[src/rtl/main_control.sv]
// Multicycle MIPS main control: Moore FSM with registered control outputs.
// Optional feature macro OVERFLOW_EXC_EN: signed add/sub overflow traps to EXC.
module main_control (
  input  logic       clk,
  input  logic       reset,
  input  logic [5:0] Opcode,
  input  logic [5:0] Funct,
  input  logic       Break,
  input  logic       Zero,
  input  logic       Overflow,
  output logic       PCWrite,
  output logic       PCWriteCond,
  output logic       PCWriteCondNe,
  output logic       IorD,
  output logic       MemWrite,
  output logic       IRWrite,
  output logic       RegDst,
  output logic       MemtoReg,
  output logic       RegWrite,
  output logic       ALUSrcA,
  output logic [1:0] ALUSrcB,
  output logic [1:0] PCSource,
  output logic [2:0] ALUOp,
  output logic [4:0] State
);

  typedef enum logic [4:0] {
    S_FETCH        = 5'd0,
    S_FETCH_WAIT   = 5'd1,
    S_DECODE       = 5'd2,
    S_MEMADDR      = 5'd3,
    S_MEMREAD      = 5'd4,
    S_MEMREAD_WAIT = 5'd5,
    S_MEMWB        = 5'd6,
    S_MEMWRITE     = 5'd7,
    S_RTYPE_EX     = 5'd8,
    S_RTYPE_WB     = 5'd9,
    S_BRANCH       = 5'd10,
    S_JUMP         = 5'd11,
    S_ADDI_EX      = 5'd12,
    S_ADDI_WB      = 5'd13,
    S_HALT         = 5'd14,
    S_EXC          = 5'd15
  } state_t;

  typedef struct packed {
    logic       pc_write;
    logic       pc_write_cond;
    logic       pc_write_cond_ne;
    logic       i_or_d;
    logic       mem_write;
    logic       ir_write;
    logic       reg_dst;
    logic       mem_to_reg;
    logic       reg_write;
    logic       alu_src_a;
    logic [1:0] alu_src_b;
    logic [1:0] pc_source;
    logic [2:0] alu_op;
  } ctrl_t;

  state_t state_q, state_d;
  ctrl_t  ctrl_q, ctrl_d;
  logic   ovf_trap;

  // Control word for a state; opcode only picks beq vs bne for BRANCH and is
  // sampled when the state is entered, so outputs stay a pure function of State.
  function automatic ctrl_t ctrl_of(input state_t s, input logic [5:0] op);
    ctrl_t c;
    c = '0;
    case (s)
      S_FETCH: begin
        c.alu_src_b = 2'b01;
        c.pc_write  = 1'b1;
      end
      S_FETCH_WAIT: c.ir_write = 1'b1;
      S_DECODE:     c.alu_src_b = 2'b11;
      S_MEMADDR, S_ADDI_EX: begin
        c.alu_src_a = 1'b1;
        c.alu_src_b = 2'b10;
      end
      S_MEMREAD, S_MEMREAD_WAIT: c.i_or_d = 1'b1;
      S_MEMWB: begin
        c.mem_to_reg = 1'b1;
        c.reg_write  = 1'b1;
      end
      S_MEMWRITE: begin
        c.i_or_d    = 1'b1;
        c.mem_write = 1'b1;
      end
      S_RTYPE_EX: begin
        c.alu_src_a = 1'b1;
        c.alu_op    = 3'b010;
      end
      S_RTYPE_WB: begin
        c.reg_dst   = 1'b1;
        c.reg_write = 1'b1;
      end
      S_BRANCH: begin
        c.alu_src_a        = 1'b1;
        c.alu_op           = 3'b001;
        c.pc_source        = 2'b01;
        c.pc_write_cond    = (op == 6'h04);
        c.pc_write_cond_ne = (op == 6'h05);
      end
      S_JUMP: begin
        c.pc_source = 2'b10;
        c.pc_write  = 1'b1;
      end
      S_ADDI_WB: c.reg_write = 1'b1;
      S_EXC: begin
        c.pc_source = 2'b11;
        c.pc_write  = 1'b1;
      end
      default: c = '0;
    endcase
    return c;
  endfunction

`ifdef OVERFLOW_EXC_EN
  logic unused_inputs;
  assign unused_inputs = Zero;
  assign ovf_trap      = Overflow;
`else
  // Overflow is ignored, so EXC has no entry arc in this build.
  logic unused_inputs;
  assign unused_inputs = ^{Zero, Overflow, Funct};
  assign ovf_trap      = 1'b0;
`endif

  always_comb begin
    state_d = state_q;
    case (state_q)
      S_FETCH:      state_d = S_FETCH_WAIT;
      S_FETCH_WAIT: state_d = S_DECODE;
      S_DECODE: begin
        case (Opcode)
          6'h00:        state_d = Break ? S_HALT : S_RTYPE_EX;
          6'h23, 6'h2B: state_d = S_MEMADDR;
          6'h04, 6'h05: state_d = S_BRANCH;
          6'h02:        state_d = S_JUMP;
          6'h08:        state_d = S_ADDI_EX;
          default:      state_d = S_FETCH;
        endcase
      end
      S_MEMADDR:      state_d = (Opcode == 6'h23) ? S_MEMREAD : S_MEMWRITE;
      S_MEMREAD:      state_d = S_MEMREAD_WAIT;
      S_MEMREAD_WAIT: state_d = S_MEMWB;
`ifdef OVERFLOW_EXC_EN
      // Only signed ADD/SUB trap; ADDU/SUBU wrap silently.
      S_RTYPE_EX: state_d = (ovf_trap && (Funct == 6'h20 || Funct == 6'h22))
                            ? S_EXC : S_RTYPE_WB;
`else
      S_RTYPE_EX: state_d = S_RTYPE_WB;
`endif
      S_ADDI_EX:  state_d = ovf_trap ? S_EXC : S_ADDI_WB;
      S_HALT:     state_d = S_HALT;
      default:    state_d = S_FETCH;
    endcase
    ctrl_d = ctrl_of(state_d, Opcode);
  end

  always_ff @(posedge clk) begin
    if (reset) begin
      state_q <= S_FETCH;
      ctrl_q  <= ctrl_of(S_FETCH, Opcode);
    end else begin
      state_q <= state_d;
      ctrl_q  <= ctrl_d;
    end
  end

  assign PCWrite       = ctrl_q.pc_write;
  assign PCWriteCond   = ctrl_q.pc_write_cond;
  assign PCWriteCondNe = ctrl_q.pc_write_cond_ne;
  assign IorD          = ctrl_q.i_or_d;
  assign MemWrite      = ctrl_q.mem_write;
  assign IRWrite       = ctrl_q.ir_write;
  assign RegDst        = ctrl_q.reg_dst;
  assign MemtoReg      = ctrl_q.mem_to_reg;
  assign RegWrite      = ctrl_q.reg_write;
  assign ALUSrcA       = ctrl_q.alu_src_a;
  assign ALUSrcB       = ctrl_q.alu_src_b;
  assign PCSource      = ctrl_q.pc_source;
  assign ALUOp         = ctrl_q.alu_op;
  assign State         = state_q;

endmodule

[config.mk]
export PLATFORM = sky130hd
export DESIGN_NAME = main_control
export DESIGN_NICKNAME = d
export VERILOG_FILES = /design/src/rtl/main_control.sv
export SDC_FILE = /design/constraint.sdc
export NUM_CORES = 1
export LEC_CHECK = 0
export ABC_AREA = 0
export BUFFER_PORTS_ARGS = -buffer_cell sky130_fd_sc_hd__buf_2
export CORE_MARGIN = 2
export CORE_UTILIZATION = 30
export CTS_CLUSTER_SIZE = 40
export DETAILED_ROUTE_END_ITERATION = 7
export GPL_ROUTABILITY_DRIVEN = 0
export MAX_ROUTING_LAYER = met4
export PLACE_DENSITY = 0.66
export SLEW_MARGIN = 20
export SYNTH_ARGS = -nofsm -noshare
export SYNTH_HDL_FRONTEND = slang
export SYNTH_SLANG_ARGS = --single-unit
[constraint.sdc]
create_clock -name clk -period 1.8 [get_ports clk]
set_clock_uncertainty 0.1 [all_clocks]
set_input_delay 0.18 -clock clk [delete_from_list [all_inputs] [get_ports clk]]
set_output_delay 0.18 -clock clk [all_outputs]
set_load 0.02 [all_outputs]
# Word level (Yosys, flattened, before mapping)
# Cells that the tools add are included.
# Widths: inputs -> output; s select.
# word_totals
regBits	22
inputBits	17
output_inout_bits	22
# op_classes
n_eq_ne	28
muxes	15
n_bitwise	1
reduce_logical	11
# op_table
operator	n
$eq 5x4->1 const B	10
$pmux 4 s9	1
$eq 5x3->1 const B	6
$eq 5x2->1 const B	4
$pmux 4 s5	1
$eq 6x3->1 const B	2
$eq 6x6->1 const B	2
$pmux 2 s3	2
$eq 5x1->1 const B	2
$logic_not 5->1	2
$reduce_or 3->1	3
$mux 1	8
$reduce_or 2->1	4
$eq 6x2->1 const B	1
$eq 6x4->1 const B	1
$logic_not 6->1	1
$pmux 2 s2	1
$reduce_or 4->1	1
$mux 3	1
$mux 2	1
$not 1->1	1

# Logic depth before layout (Yosys ltp)
# Gate-level depths: netlist of run 1.
# logic_depth
depth_word	7
ltp_mapped	6
depth_no_buf	5

# Least setup slack after synthesis of run 1
# OpenSTA, ideal clock, no wires.
# synth_path
kind	register to register
startpoint	reg state_q[1], in the netlist State[1]
endpoint	reg ctrl_q (netlist bit PCWriteCondNe)
setup_time_ps	96
arrival_ps	1801
required_time_ps	1604
setup_slack_ps	-198
stages_incl_launch_ff	7
path_buffers	1
path_cell_list	dfxtp_1 buf_2 nand2b_1 or3_1 o21ai_0 nand3_1 nor4b_1
# synth_between
elab_chain_cells	5
word_cells_on_any_way	13
cone_classes	eq/ne: 9; mux: 1; bitwise: 1; reduce/logical: 2
# synth_lines
element	line	text
from (decl)	62	state_t state_q, state_d;
from (signal assigned)	168	state_q <= state_d;
$eq 5x4->1, or another cell as far along	133	case (state_q)
$pmux 4 s9 (*)	133	
$eq 5x4->1 (*)	71	case (s)
$not 1->1 (no line) (*)	n/a	
$reduce_or 2->1 (no line) (*)	n/a	
to (signal assigned)	166	ctrl_q <= ctrl_of(S_FETCH, Opcode);
to (signal assigned)	169	ctrl_q <= ctrl_d;
to (decl)	63	ctrl_t ctrl_q, ctrl_d;
# Mark *: on every way between the ends. The rest lies on a longest branch, timed or not.
# A chain may end at the register's enable or synchronous reset.

# Worst setup path after layout of run 1
# layout_path
startpoint	reg state_q[2], in the netlist State[2]
endpoint	reg ctrl_q (netlist bit ALUSrcA)
# layout_between
elab_chain_cells	5
word_cells_on_any_way	16
cone_classes	eq/ne: 12; mux: 2; reduce/logical: 2
# layout_lines
element	line
$eq 5x4->1, or another cell as far along	133
$pmux 4 s9 (*)	133
$eq 5x4->1 / $eq 5x2->1 (equally long branches)	71
$reduce_or 4->1 (no line) (*)	n/a
$mux 1 (*)	71
# Marks and branches as above.

==> results of run 1 <==
## metal layers
| layer | GRT usage [%] | part of all wire [%] | up-vias |
|---|---|---|---|
| met3 | 4.051 | 3.9 | 2 |
| li1 | - | - | 481 |
| met2 | 23.66 | 49 | 21 |
| met5 | - | 0 | - |
| met4 | 1.863 | 0.41 | 0 |
| met1 | 17.36 | 46 | 442 |
## where the power goes
| group | total [mW] | switching (mW) | internal, mW |
|---|---|---|---|
| Clock | 0.257 | 0.134 | 0.123 |
| Sequential | 0.494 | 0.0174 | 0.477 |
| Combinational | 0.428 | 0.229 | 0.199 |
| Total | 1.18 | 0.380 | 0.800 |
## path summary, 6_finish.rpt
kind / start / endpoint / cells after the start
setup / recovery: State[2] / ALUSrcA / 6
setup reg to reg: State[2] / ALUSrcA / 6
hold / removal: reset / State[2] / 2
hold reg to reg: State[0] / ALUSrcB[1] / 3
## area by class of cell
cell class,instances,share of cell area (%)
clock buffers,4,2.531
inverters,3,0.7853
multi-input cells,74,39.53
flip-flops and latches,20,28.62
well taps,44,3.839
repair buffers,56,24.69
## repair_timing
action / 4_1_cts / 5_1_grt
buffers inserted: 0 / 2
endpoints found under the setup margin: 10 / 11
pin swaps: 1 / 3
resized for setup: 2 / 7
cloned: 0 / 0
## flip-flops by register name (all words and copies together) (netlist names)
| signal | cells |
|---|---|
| MemWrite | 1 |
| IRWrite | 1 |
| PCSource | 2 |
| PCWrite | 1 |
| PCWriteCond | 1 |
| ALUSrcB | 2 |
| ALUOp | 2 |
| PCWriteCondNe | 1 |
| RegDst | 1 |
| MemtoReg | 1 |
| ALUSrcA | 1 |
| State | 4 |
| RegWrite | 1 |
| IorD | 1 |
## per-stage QoR
stage               instance area (um2)  setup WS (ps)  hold slack (ps)
floorplan                          1015         0.7707            158.5
global placement                   1338         -158.5            345.9
detailed placement                 1338         -195.9            361.4
CTS                                1383          9.501            34.74
global route                       1434         -5.538            41.27
finish                             1434          33.57            43.48
## placed cells by master, fill, tap and decap left out, drive strengths merged, types with 2 or more instances in the layout
cell type  count
nand2b         3
buf           56
o21ai          4
conb           2
and2           2
inv            3
nor3b          4
nand3b         2
a211oi         2
o211ai         4
nor2           8
clkbuf         4
nor4           3
dfxtp         20
or2            2
nor3           8
or3            4
nand3          2
nand2          3
## worst register-to-register path, delay by kind of cell, from the launching register on
| kind | cells | cell delay (ps) |
|---|---|---|
| simple gates | 2 | 460 |
| compound gates | 2 | 450 |
| flops | 1 | 340 |
| buf+inv | 2 | 330 |
## kinds of logic after synthesis
kind of cell    count (synthesis)  share of synthesized area [%]
flops                          20                          41.61
buf+inv                        11                          5.201
other cells                     1                         0.3897
simple gates                   46                          27.96
xor+xnor                        1                         0.9104
compound gates                 25                          23.93
==> impl_metrics.env, run 1 <==
export IMPL_worst_slew_pin_slew_ps=502.4
export IMPL_gr_total_overflow=0
export IMPL_numPortBuffers=28
export IMPL_drt_drc_violations_left=0
export IMPL_power_total_mw=1.180
export IMPL_synth_edff_count=0
export IMPL_clock_sinks=20
export IMPL_netlist_instances=104
export IMPL_ys_seq_elements=20
export IMPL_nFillCells=307
export IMPL_routed_wl_um=2410
export IMPL_cts_hold_buf=0
export IMPL_drv_slew=0
export IMPL_synthTopCellsByArea="dfxtp_1 (42%), nor3_1 (4.2%), nor3b_1 (3.1%), nor2_1 (2.7%), o311ai_4 (2.7%)"
export IMPL_diodes=0
export IMPL_rows=20
export IMPL_reg2reg_slack_ps=30
export IMPL_grt_pass1_vias=882
export IMPL_ys_warn_count=0
export IMPL_first_pass_iters=4
export IMPL_first_iter_violations=29
export IMPL_fin_util_pct=46.97
export IMPL_final_setup_viol_count=0
export IMPL_min_period_ps=1766
export IMPL_die_y_um=60.63
export IMPL_fin_nets=175
export IMPL_cts_tree="built"
export IMPL_numCtsBuffers=3
export IMPL_placed_cells=195
export IMPL_critical_path_max_stage_delay_ps=410
export IMPL_antenna_found_initial=0
export IMPL_path_delay_family="simple AND/OR/NAND/NOR gates"
export IMPL_drv_cap=0
export IMPL_clkSlewWorstSetupHoldPaths_ps=110
export IMPL_dieArea_um2=3676
export IMPL_yosysMostFrequentCell="dfxtp_1"
export IMPL_grt_pass1_wl_um=3815
export IMPL_seqCellArea_um2=410.4
export IMPL_worstPathMaxFanout=11
export IMPL_wire_per_inst_um=11.99
export IMPL_crit_type="reg -> reg"
export IMPL_syn_cell_area_um2=962.2
export IMPL_multi_input_area_um2=566.8
export IMPL_power_leakage_nw=0.6251
export IMPL_critPathSlowestCell="or3_1"
export IMPL_num_io_pins=39
export IMPL_peakVddDrop_mv=0.4017
export IMPL_ys_flop_type="dfxtp_1"
export IMPL_post_route_period_util_pct=98.13
export IMPL_vias=946
export IMPL_seq_area_frac_synth_pct=41.61
export IMPL_start_util_pct=31.52
export IMPL_async_flop_share_pct=0
export IMPL_finalNonFillerCells=201
export IMPL_cp_end_kind="flip-flop"
export IMPL_max_slew_margin_pct=66.15
export IMPL_holdCritPathClass="in -> reg"
export IMPL_cp_start_kind="flip-flop"
export IMPL_ys_types=45
export IMPL_grt_start_max_net_pins=12
export IMPL_crit_required_ps=1900
export IMPL_core_area_um2=3053
export IMPL_grtUsageTotal_pct=14.14
export IMPL_worst_ep_arrival_time_ps=1870
export IMPL_yosysTopAreaCell="dfxtp_1"
export IMPL_antenna_left=0
export IMPL_die_x_um=60.63
export IMPL_synthTopCellsByCount="dfxtp_1 (20), nor3_1 (8), nor2_1 (7)"
export IMPL_yosysTopAreaCellShare_pct=41.61
export IMPL_clock_tree_root_cell="clkbuf_4"
export IMPL_outcome="finished, final reports clean"
export IMPL_rsz0062_at_grt="yes"
export IMPL_crit_chain="buf_4 > or3_1 > o211ai_4 > buf_6 > nor3b_1 > a21bo_2"
export IMPL_power_density_nw_per_um2=822.9
export IMPL_finalHoldViolations=0
export IMPL_crit_buf_inv=2
export IMPL_hpwl_um=1919
export IMPL_synth_avg_cell_area_um2=9.252
export IMPL_clockBufferDepth=2
export IMPL_max_freq_ghz=0.5661
export IMPL_fin_setup_tns_ps=0
export IMPL_htree_levels=1
export IMPL_area_growth_syn_to_layout_pct=49.03
export IMPL_via_per_inst=4.706
export IMPL_drive_gt1_share_pct=51.59
export IMPL_clock_latency_ps=300
(Power assumes the default switching activity.)
==> inputs of run 2 (changes only) <==
--- a/config.mk
+++ b/config.mk
@@ -7,7 +7,6 @@
 export LEC_CHECK = 0
 export ABC_AREA = 0
 export BUFFER_PORTS_ARGS = -buffer_cell sky130_fd_sc_hd__buf_2
-export CORE_MARGIN = 2
 export CORE_UTILIZATION = 30
 export CTS_CLUSTER_SIZE = 40
 export DETAILED_ROUTE_END_ITERATION = 7
==> run 2 against run 1 <==
Net effect:
- worst hold slack got worse by 6.6 ps
- clock-buffer cell count unchanged
- die area down 6.5%
- design area is 6.8% higher
- power up 4.5%
- first-iteration DRC count shrank 3.4%
- flip-flop and latch count unchanged
- maximum frequency fell by 1.8%
- via count grew 6.3%
- critical path depth rose by 1
- non-clock buffer count is 4 higher
- clock power about the same
==> impl_metrics.env, run 2 (synthesis results as in run 1) <==
export IMPL_hpwl_um=1812
export IMPL_htree_levels=1
export IMPL_first_pass_iters=4
export IMPL_diodes=0
export IMPL_gr_total_overflow=0
export IMPL_fin_util_pct=50.16
export IMPL_r2r_start="State[2]"
export IMPL_core_area_um2=3053
export IMPL_cts_hold_buf=0
export IMPL_final_cell_mix="buf_2 (28), buf_4 (26), dfxtp_1 (16)"
export IMPL_rsz0062_at_grt="yes"
export IMPL_grt_pass1_wl_um=3974
export IMPL_start_util_pct=31.52
export IMPL_min_period_ps=1799
export IMPL_worst_ep_arrival_time_ps=1900
export IMPL_grt_pass1_vias=912
export IMPL_clockBufferDepth=2
export IMPL_crit_type="reg -> reg"
export IMPL_reg2reg_slack_ps=1
export IMPL_holdCritPathClass="in -> reg"
export IMPL_finalHoldViolations=0
export IMPL_setup_slack_ps=0.9723
export IMPL_area_growth_syn_to_layout_pct=59.17
export IMPL_worst_slew_pin_slew_ps=524.5
export IMPL_drv_cap=0
export IMPL_nFillCells=288
export IMPL_crit_required_ps=1900
export IMPL_rr_worst_depth=7
export IMPL_routed_wl_um=2681
export IMPL_wire_per_inst_um=13.01
export IMPL_grt_start_max_net_pins=12
export IMPL_clkSlewWorstSetupHoldPaths_ps=100
export IMPL_final_setup_viol_count=0
export IMPL_drv_slew=0
export IMPL_dieArea_um2=3437
export IMPL_antenna_left=0
export IMPL_fin_nets=180
export IMPL_numPortBuffers=28
export IMPL_clock_tree_root_cell="clkbuf_4"
export IMPL_cp_startpoint="State[2]"
export IMPL_hold_path_depth=2
export IMPL_rows=20
export IMPL_clock_latency_ps=300
export IMPL_hold_start="reset"
export IMPL_worstPathMaxFanout=3
export IMPL_r2r_end="ALUSrcA"
export IMPL_antenna_found_initial=0
export IMPL_die_x_um=58.63
export IMPL_power_leakage_nw=0.6615
export IMPL_largest_register_ff_count=4
export IMPL_vias=1006
export IMPL_power_density_nw_per_um2=805.0
export IMPL_max_slew_margin_pct=64.66
export IMPL_cts_tree="built"
export IMPL_via_per_inst=4.883
export IMPL_peakVddDrop_mv=0.4480
export IMPL_place_ws_ps=-201.5
export IMPL_cp_start_kind="flip-flop"
export IMPL_clock_sinks=20
export IMPL_grtUsageTotal_pct=15.43
export IMPL_layout_commonest_cell="buf_2"
export IMPL_numCtsBuffers=3
export IMPL_post_route_period_util_pct=99.95
export IMPL_min_to="State[2]"
export IMPL_drt_drc_violations_left=0
export IMPL_first_iter_violations=28
export IMPL_drive_gt1_share_pct=57.41
export IMPL_cp_end_kind="flip-flop"
export IMPL_num_io_pins=39
export IMPL_max_freq_ghz=0.5559
export IMPL_outcome="finished, final reports clean"
export IMPL_die_y_um=58.63
==> run 2: final cells by class <==
class / count / area, um2 / share of cell area, %
clock buffer: 4 / 36.28 / 2.369
tap: 44 / 55.05 / 3.595
timing repair buffer: 60 / 402.9 / 26.31
multi-input combinational: 75 / 615.6 / 40.20
inverter: 3 / 11.26 / 0.7353
sequential: 20 / 410.4 / 26.80
==> run 2: worst max path at each step <==
stage / slack [ps] / end / cells past startpoint
detailed placement: -200 / RegWrite / 7
global placement: -150 / PCWrite / 6
finish: 1 / ALUSrcA / 7
global route: -40 / ALUSrcB[1] / 6
CTS: -10 / PCWriteCondNe / 5
floorplan: 0.8 / PCWrite / 6
==> run 2: layer usage <==
layer  up-vias  global-route usage (%)  share of wire, %
met4         0                   2.041              0.71
met1       474                   18.89                43
li1        494                       -                 -
met2        36                   25.78                50
met5         -                       -                 0
met3         2                   4.615               6.0
==> run 2: repair_timing <==
| item | in CTS | in global routing |
|---|---|---|
| endpoints found under the setup margin | 9 | 12 |
| gates resized for setup | 3 | 20 |
| setup buffers | 0 | 9 |
| gates cloned | 0 | 1 |
| pin swaps | 2 | 8 |
==> run 2: where the power goes <==
part,switching [mW],internal (mW),leakage (nW)
clock network,0.132,0.123,0.0210
registers,0.0236,0.475,0.165
logic,0.251,0.228,0.475
==> run 2: metrics by stage <==
step / TNS, ps / instances / hold slack [ps] / power [mW] / cell area [um2]
detailed placement: -1527 / 192 / 351.3 / 0.8765 / 1315
global placement: -831.8 / 192 / 349.6 / 0.8694 / 1315
global route: -111.8 / 206 / 40.31 / 1.290 / 1531
finish: 0 / 206 / 36.91 / 1.233 / 1531
CTS: -14.87 / 196 / 27.41 / 1.134 / 1368
floorplan: 0 / 105 / 158.5 / 0.7469 / 1015
==> run 2: worst max-delay path: stages, from the launching register on <==
cell,delay [ps]
dfxtp_2,350
nand2b_4,140
or3_4,370
a211oi_4,250
buf_4,160
buf_6,90
o21bai_1,60
a21bo_2,190
